File: config.mk
export PLATFORM = sky130hd
export DESIGN_NAME = pipelined_calculator_flat
export DESIGN_NICKNAME = d
export VERILOG_FILES = /design/src/rtl/pipelined_calculator_if.sv /design/src/rtl/pipelined_calculator.sv /design/src/flat_wrapper.sv
export SDC_FILE = /design/constraint.sdc
export NUM_CORES = 1
export LEC_CHECK = 0
export CORE_MARGIN = 8
export CORE_UTILIZATION = 40
export DETAILED_ROUTE_END_ITERATION = 10
export GPL_ROUTABILITY_DRIVEN = 1
export PLACE_DENSITY = 0.65
export SLEW_MARGIN = 40
export SYNTH_ARGS = -nofsm -noshare
export SYNTH_HDL_FRONTEND = slang
export SYNTH_SLANG_ARGS = --single-unit
export TNS_END_PERCENT = 20
File: constraint.sdc
create_clock -name Clk -period 4.5 [get_ports Clk]
set_input_delay 0.9 -clock Clk [delete_from_list [all_inputs] [get_ports Clk]]
set_output_delay 0.9 -clock Clk [all_outputs]
set_load 0.1 [all_outputs]
File: src/rtl/pipelined_calculator_if.sv
// Command/result bundle for pipelined_calculator.
// master: command source (drives the command, observes results).
// slave : the calculator core.
interface pipelined_calculator_if #(
   parameter int WIDTH = 8,
   parameter int AW    = 3
);
   logic             In_valid;
   logic             In_ready;
   logic [AW-1:0]    RW;
   logic [AW-1:0]    RX;
   logic [AW-1:0]    RY;
   logic [WIDTH-1:0] DataIn;
   logic             Sel;
   logic [3:0]       Ctrl;
   logic             Out_valid;
   logic [WIDTH-1:0] Result;
   logic             Carry;
   logic             Zero;
   logic [WIDTH-1:0] busY;

   modport master (
      output In_valid, RW, RX, RY, DataIn, Sel, Ctrl,
      input  In_ready, Out_valid, Result, Carry, Zero, busY
   );

   modport slave (
      input  In_valid, RW, RX, RY, DataIn, Sel, Ctrl,
      output In_ready, Out_valid, Result, Carry, Zero, busY
   );
endinterface

File: src/rtl/pipelined_calculator.sv
// Register-file calculator core: DEPTH x WIDTH registers feeding a registered
// ALU behind a valid/ready command port. Optional shift-add multiplier is
// built only when CALC_MUL_EN is defined; otherwise opcode 14 is reserved.
//
// state  | meaning
// -------+--------------------------------------------------------------
// S_IDLE | ready for a command; single-cycle ops complete on accept
// S_MUL  | shift-add multiply in progress, one partial product per cycle
module pipelined_calculator #(
   parameter int WIDTH = 8,
   parameter int AW    = 3
) (
   input  logic                   Clk,
   input  logic                   Rst_n,
   pipelined_calculator_if.slave  bus
);
   localparam int DEPTH = 2 ** AW;

   logic [WIDTH-1:0] regs [DEPTH];
   logic [WIDTH-1:0] x, y;
   logic [WIDTH-1:0] alu_res;
   logic             alu_c, alu_wr;
   logic             accept, commit, commit_wr;
   logic [WIDTH-1:0] commit_res;
   logic             commit_c;
   logic [AW-1:0]    commit_addr;
   logic [WIDTH-1:0] result_q;
   logic             carry_q, zero_q, out_valid_q;

   // Register 0 is hard-wired to zero on the read side.
   always_comb begin
      y = (bus.RY == '0) ? '0 : regs[bus.RY];
      x = bus.DataIn;
      if (bus.Sel) x = (bus.RX == '0) ? '0 : regs[bus.RX];
   end

   assign bus.busY = y;

`ifdef CALC_MUL_EN
   localparam int CW = $clog2(WIDTH);

   typedef enum logic {S_IDLE, S_MUL} state_t;
   state_t             state, state_nxt;
   logic [CW-1:0]      cnt;
   logic [2*WIDTH-1:0] prod, prod_nxt;
   logic [WIDTH:0]     mul_sum;
   logic [WIDTH-1:0]   mcand;
   logic [AW-1:0]      mul_rw;
   logic               mul_op, mul_start, mul_last;

   assign bus.In_ready = (state == S_IDLE);
   assign mul_start    = accept && mul_op;
   assign mul_last     = (state == S_MUL) && (cnt == '0);

   // One shift-add step: add multiplicand when the current multiplier bit is set.
   always_comb begin
      mul_sum  = {1'b0, prod[2*WIDTH-1:WIDTH]} + (prod[0] ? {1'b0, mcand} : '0);
      prod_nxt = {mul_sum, prod[WIDTH-1:1]};
   end

   // State register.
   always_ff @(posedge Clk or negedge Rst_n) begin
      if (!Rst_n) state <= S_IDLE;
      else        state <= state_nxt;
   end

   // Next-state logic.
   always_comb begin
      state_nxt = state;
      case (state)
         S_IDLE:  if (mul_start) state_nxt = S_MUL;
         S_MUL:   if (cnt == '0) state_nxt = S_IDLE;
         default: state_nxt = S_IDLE;
      endcase
   end

   // Multiplier operand latch and iteration down-counter.
   always_ff @(posedge Clk or negedge Rst_n) begin
      if (!Rst_n) begin
         cnt    <= '0;
         prod   <= '0;
         mcand  <= '0;
         mul_rw <= '0;
      end else if (mul_start) begin
         cnt    <= CW'(WIDTH - 1);
         prod   <= {{WIDTH{1'b0}}, y};
         mcand  <= x;
         mul_rw <= bus.RW;
      end else if (state == S_MUL) begin
         cnt  <= cnt - CW'(1);
         prod <= prod_nxt;
      end
   end

   // Completion source: multiplier finishing, or a single-cycle accept.
   always_comb begin
      commit      = (accept && !mul_op) || mul_last;
      commit_res  = mul_last ? prod_nxt[WIDTH-1:0] : alu_res;
      commit_c    = mul_last ? |prod_nxt[2*WIDTH-1:WIDTH] : alu_c;
      commit_wr   = mul_last ? 1'b1 : alu_wr;
      commit_addr = mul_last ? mul_rw : bus.RW;
   end
`else
   assign bus.In_ready = 1'b1;

   // Every accepted command completes in the accept cycle.
   always_comb begin
      commit      = accept;
      commit_res  = alu_res;
      commit_c    = alu_c;
      commit_wr   = alu_wr;
      commit_addr = bus.RW;
   end
`endif

   assign accept = bus.In_valid && bus.In_ready;

   // Single-cycle ALU; reserved opcodes keep the previous carry and skip the write.
   always_comb begin
      alu_res = '0;
      alu_c   = 1'b0;
      alu_wr  = 1'b1;
`ifdef CALC_MUL_EN
      mul_op  = 1'b0;
`endif
      case (bus.Ctrl)
         4'd0:  {alu_c, alu_res} = {1'b0, x} + {1'b0, y};
         4'd1:  {alu_c, alu_res} = {1'b0, x} + {1'b0, ~y} + {{WIDTH{1'b0}}, 1'b1};
         4'd2:  alu_res = x & y;
         4'd3:  alu_res = x | y;
         4'd4:  alu_res = x ^ y;
         4'd5:  alu_res = ~x;
         4'd6:  begin alu_res = {x[WIDTH-2:0], 1'b0};      alu_c = x[WIDTH-1]; end
         4'd7:  begin alu_res = {1'b0, x[WIDTH-1:1]};      alu_c = x[0];       end
         4'd8:  begin alu_res = {x[WIDTH-1], x[WIDTH-1:1]}; alu_c = x[0];      end
         4'd9:  alu_res = {x[WIDTH-2:0], x[WIDTH-1]};
         4'd10: alu_res = {x[0], x[WIDTH-1:1]};
         4'd11: alu_res = {{(WIDTH-1){1'b0}}, ($signed(x) < $signed(y))};
         4'd12: alu_res = {{(WIDTH-1){1'b0}}, (x == y)};
         4'd13: alu_res = x;
`ifdef CALC_MUL_EN
         4'd14: begin alu_wr = 1'b0; mul_op = 1'b1; end
`endif
         default: begin alu_c = carry_q; alu_wr = 1'b0; end
      endcase
   end

   // Register file write-back; register 0 is never written.
   always_ff @(posedge Clk or negedge Rst_n) begin
      if (!Rst_n) begin
         for (int i = 0; i < DEPTH; i++) regs[i] <= '0;
      end else if (commit && commit_wr && (commit_addr != '0)) begin
         regs[commit_addr] <= commit_res;
      end
   end

   // Registered result, flags and completion pulse.
   always_ff @(posedge Clk or negedge Rst_n) begin
      if (!Rst_n) begin
         result_q    <= '0;
         carry_q     <= 1'b0;
         zero_q      <= 1'b1;
         out_valid_q <= 1'b0;
      end else begin
         out_valid_q <= commit;
         if (commit) begin
            result_q <= commit_res;
            carry_q  <= commit_c;
            zero_q   <= (commit_res == '0);
         end
      end
   end

   assign bus.Out_valid = out_valid_q;
   assign bus.Result    = result_q;
   assign bus.Carry     = carry_q;
   assign bus.Zero      = zero_q;
endmodule

File: src/flat_wrapper.sv
// flat-port wrapper written by rule: the top's interface ports become plain ports
module pipelined_calculator_flat 
#(
   parameter int WIDTH = 8,
   parameter int AW    = 3
)
  (Clk, Rst_n, bus_In_valid, bus_RW, bus_RX, bus_RY, bus_DataIn, bus_Sel, bus_Ctrl, bus_In_ready, bus_Out_valid, bus_Result, bus_Carry, bus_Zero, bus_busY);
  pipelined_calculator_if #(.WIDTH(WIDTH), .AW(AW)) bus_i ();
  input  logic Clk;
  input  logic Rst_n;
  input wire logic [$bits(bus_i.In_valid)-1:0] bus_In_valid;
  input wire logic [$bits(bus_i.RW)-1:0] bus_RW;
  input wire logic [$bits(bus_i.RX)-1:0] bus_RX;
  input wire logic [$bits(bus_i.RY)-1:0] bus_RY;
  input wire logic [$bits(bus_i.DataIn)-1:0] bus_DataIn;
  input wire logic [$bits(bus_i.Sel)-1:0] bus_Sel;
  input wire logic [$bits(bus_i.Ctrl)-1:0] bus_Ctrl;
  output wire logic [$bits(bus_i.In_ready)-1:0] bus_In_ready;
  output wire logic [$bits(bus_i.Out_valid)-1:0] bus_Out_valid;
  output wire logic [$bits(bus_i.Result)-1:0] bus_Result;
  output wire logic [$bits(bus_i.Carry)-1:0] bus_Carry;
  output wire logic [$bits(bus_i.Zero)-1:0] bus_Zero;
  output wire logic [$bits(bus_i.busY)-1:0] bus_busY;
  assign bus_i.In_valid = bus_In_valid;
  assign bus_i.RW = bus_RW;
  assign bus_i.RX = bus_RX;
  assign bus_i.RY = bus_RY;
  assign bus_i.DataIn = bus_DataIn;
  assign bus_i.Sel = bus_Sel;
  assign bus_i.Ctrl = bus_Ctrl;
  assign bus_In_ready = bus_i.In_ready;
  assign bus_Out_valid = bus_i.Out_valid;
  assign bus_Result = bus_i.Result;
  assign bus_Carry = bus_i.Carry;
  assign bus_Zero = bus_i.Zero;
  assign bus_busY = bus_i.busY;
  pipelined_calculator #(.WIDTH(WIDTH), .AW(AW)) u_core (.Clk(Clk), .Rst_n(Rst_n), .bus(bus_i));
endmodule
==> out/metrics.yaml <==
status: "completed"
start_util_pct: 40.7
holdBufCountCts: 0
placed_cells: 912
critPathMaxFanout: 7
synthMuxAreaShare_pct: 15.1
grt_pass1_vias: 5638
syn_area_um2: 5610
core_area_um2: 13800
max-slew-margin-rel_pct: 52.6
dpl_cell_area_um2: 7030
clk_latency_ps: 340
h-tree-depth: 3
syn-num-nets: 671
drt_wl_total_um: 19100
drt-pass1-iter-count: 5
cts_tree: "built"
setup_violations: 0
die_area_um2: 18100
die_y_um: 134
antenna_found_initial: 0
critPathKind: "in -> reg"
num_antenna_cells: 0
arrival_ps: 4690
async_reset_ff_share_pct: 100
power.density_nw_per_um2: 467
start_kind: "input pin"
cp-end-kind: "flip-flop"
synthCells: 620
synthSimpleGateAreaFrac_pct: 15.9
via_count: 5413
root_buffer: "clkbuf_16"
path_clk_slew_ps: 60
cp.required_ps: 4750
synth_top_family_by_area: "compound AO/OA/AOI/OAI gates"
slew_violations: 0
grt.total_usage_pct: 21.4
slowest_delay_ps: 500
synth_flop_cell: "dfrtp_1"
worst_slack_ps: 57.4
fmax_mhz: 225
ys_ff_latch: 75
fin_tns_setup_ps: 0
synth_edf_count: 0
hold_class: "reg -> reg"
cts.path.max_buffers: 2
vias_per_cell: 5.74
cpMaxStageDelayCell: "or4b_4"
placementRows: 43
synth_warnings: 0
routedWlPerCell_um: 20.3
pin_count: 45
clkSinkCount: 75
synth_cell_types: 79
grt_max_degree: 76
grt_pass1_wl_um: 30300
synth_top_area_share_pct: 33.0
final-seq-area_um2: 1880
place_ws_ps: -745
syn_area_per_cell_um2: 9.05
stdcell_count: 943
fin_area_um2: 7640
synth_compound_area_share_pct: 22.1
area_growth_pct: 36.2
synthAdderAreaFrac_pct: 6.07
max-vdd-ir-drop_mv: 0.367
portBuffers: 43
globalRouteOverflowTotal: 0
worst-slew-pin-transition_ps: 709
fin_crit_sh_pct: 98.7
cp_top_family: "compound AO/OA/AOI/OAI gates"
cts_inserted_buffers: 9
drv_cap: 0
nFillCells: 1254
period_needed_ps: 4440
drtAntennaViolNets: 0
final_nets: 809
hold_violations: 0
p_leak_nw: 3.48
synth_area_leaders: "dfrtp_1, mux2_2, ha_1"
yosys.area_share.xor_xnor_pct: 0.781
seq_area_frac_synth_pct: 33.5
gp_routability_congestion: 0.929
drc: 0
crit_chain: "clkbuf_2 -> buf_8 -> buf_12 -> buf_16 -> a21oi_4 -> a221o_1 -> clkinvlp_4 -> buf_6 -> ha_4 -> fa_2 -> xor2_1 -> o211ai_1 -> a21oi_2 -> o41ai_2 -> nand3_1 -> a2111oi_2 -> or4b_4 -> o32ai_2"
skew_ps: 8.88
drtIter0Drc: 450
path_buf_inv: 6
multi_input_area_um2: 3560
synth_top_area_cell: "dfrtp_1"
die_w_um: 134
drive_above_1_share_pct: 36.3
dp_hpwl_um: 14600
## final cells by class
class | instances | share of cell area (%)
clock inverter | 4 | 0.327
multi-input combinational | 461 | 46.6
inverter | 32 | 1.62
tap | 180 | 2.95
sequential | 75 | 24.6
clock buffer | 12 | 3.36
timing repair buffer | 179 | 20.6
## report_power, final
group          switching, mW  leakage, nW  internal [mW]
clock                  0.274        0.135          0.401
sequential             0.165        0.948          0.870
combinational           1.04         2.39          0.819
total                   1.48         3.48           2.09
## metrics by stage
step                hold slack (ps)  util [%]  power [mW]
floorplan                       425         -        2.09
global placement                361      51.4        2.74
detailed placement              367      51.0        2.77
CTS                             380      54.8        3.53
global route                    389      55.5        3.76
finish                          377      55.5        3.57
## worst paths after layout
| kind | cells after the start | start | slack [ps] | endpoint |
|---|---|---|---|---|
| max | 18 | bus_RY[1] | 60 | u_core.bus.Zero$_DFFE_PN1P_ |
| max reg2reg | 15 | u_core.regs[32]$_DFFE_PN0P_ | 340 | u_core.bus.Zero$_DFFE_PN1P_ |
| min reg2reg | 0 | u_core.regs[57]$_DFFE_PN0P_ | 380 | u_core.regs[57]$_DFFE_PN0P_ |
| min in group asynchronous | 1 | Rst_n | 580 | u_core.bus.Result[0]$_DFFE_PN0P_ |
| min | 0 | u_core.regs[57]$_DFFE_PN0P_ | 380 | u_core.regs[57]$_DFFE_PN0P_ |
| max in group asynchronous | 1 | Rst_n | 3440 | u_core.regs[34]$_DFFE_PN0P_ |
## cells by family (layout without fill, tap and decap cells)
family	count (synthesis)	count (layout)
DFF	75	75
buffers and inverters	84	227
adders and majority gates	26	26
and+or+nand+nor	183	183
other	1	1
xor gates and xnor gates	5	5
muxes	68	68
AOI/OAI and AO/OA	178	178
## placed cells by master (no fill, tap or decap), drive strengths merged, types with 8 or more instances in the layout
cell type / count
mux2: 32
inv: 31
ha: 24
mux4: 9
nor3: 11
nand2: 67
mux2i: 27
a21oi: 33
clkdlybuf4s50: 16
nand2b: 9
nand3: 9
clkbuf: 14
o221ai: 8
nor2: 39
buf: 158
o22ai: 8
o21ai: 60
dfrtp: 74
a221o: 8
nor2b: 13
## sequential cells by signal (all words and copies together), names as in the netlist
| name | flops |
|---|---|
| u_core.bus.Zero | 1 |
| u_core.bus.Result | 8 |
| u_core.regs | 64 |
| u_core.bus.Out_valid | 1 |
| u_core.bus.Carry | 1 |
## per-layer routing
| layer | track usage (%) | part of all wire (%) | vias up |
|---|---|---|---|
| li1 | - | - | 2529 |
| met1 | 25.6 | 42 | 2630 |
| met2 | 36.9 | 50 | 207 |
| met3 | 3.81 | 5.2 | 47 |
| met4 | 9.17 | 3.6 | 0 |
| met5 | 0 | 0 | - |
## cells in the mapped netlist, types with 7 or more instances
cell       n
a21oi_1   32
a221o_1    8
buf_2      9
clkbuf_1  30
dfrtp_1   74
ha_1      24
inv_1     31
mux2_2    28
mux2i_1   27
mux4_2     9
nand2_1   66
nand2b_1   9
nand3_1    9
nor2_1    39
nor2b_1   12
nor3_1    11
o21ai_0   58
o221ai_1   7
## repair_timing
item / CTS / global route
gates resized for setup: 42 / 26
pin swaps: 12 / 17
setup endpoints to repair: 21 / 1
cloned: 1 / 0
buffers inserted: 10 / 5
Note: power is estimated with default switching activity, not from simulation.
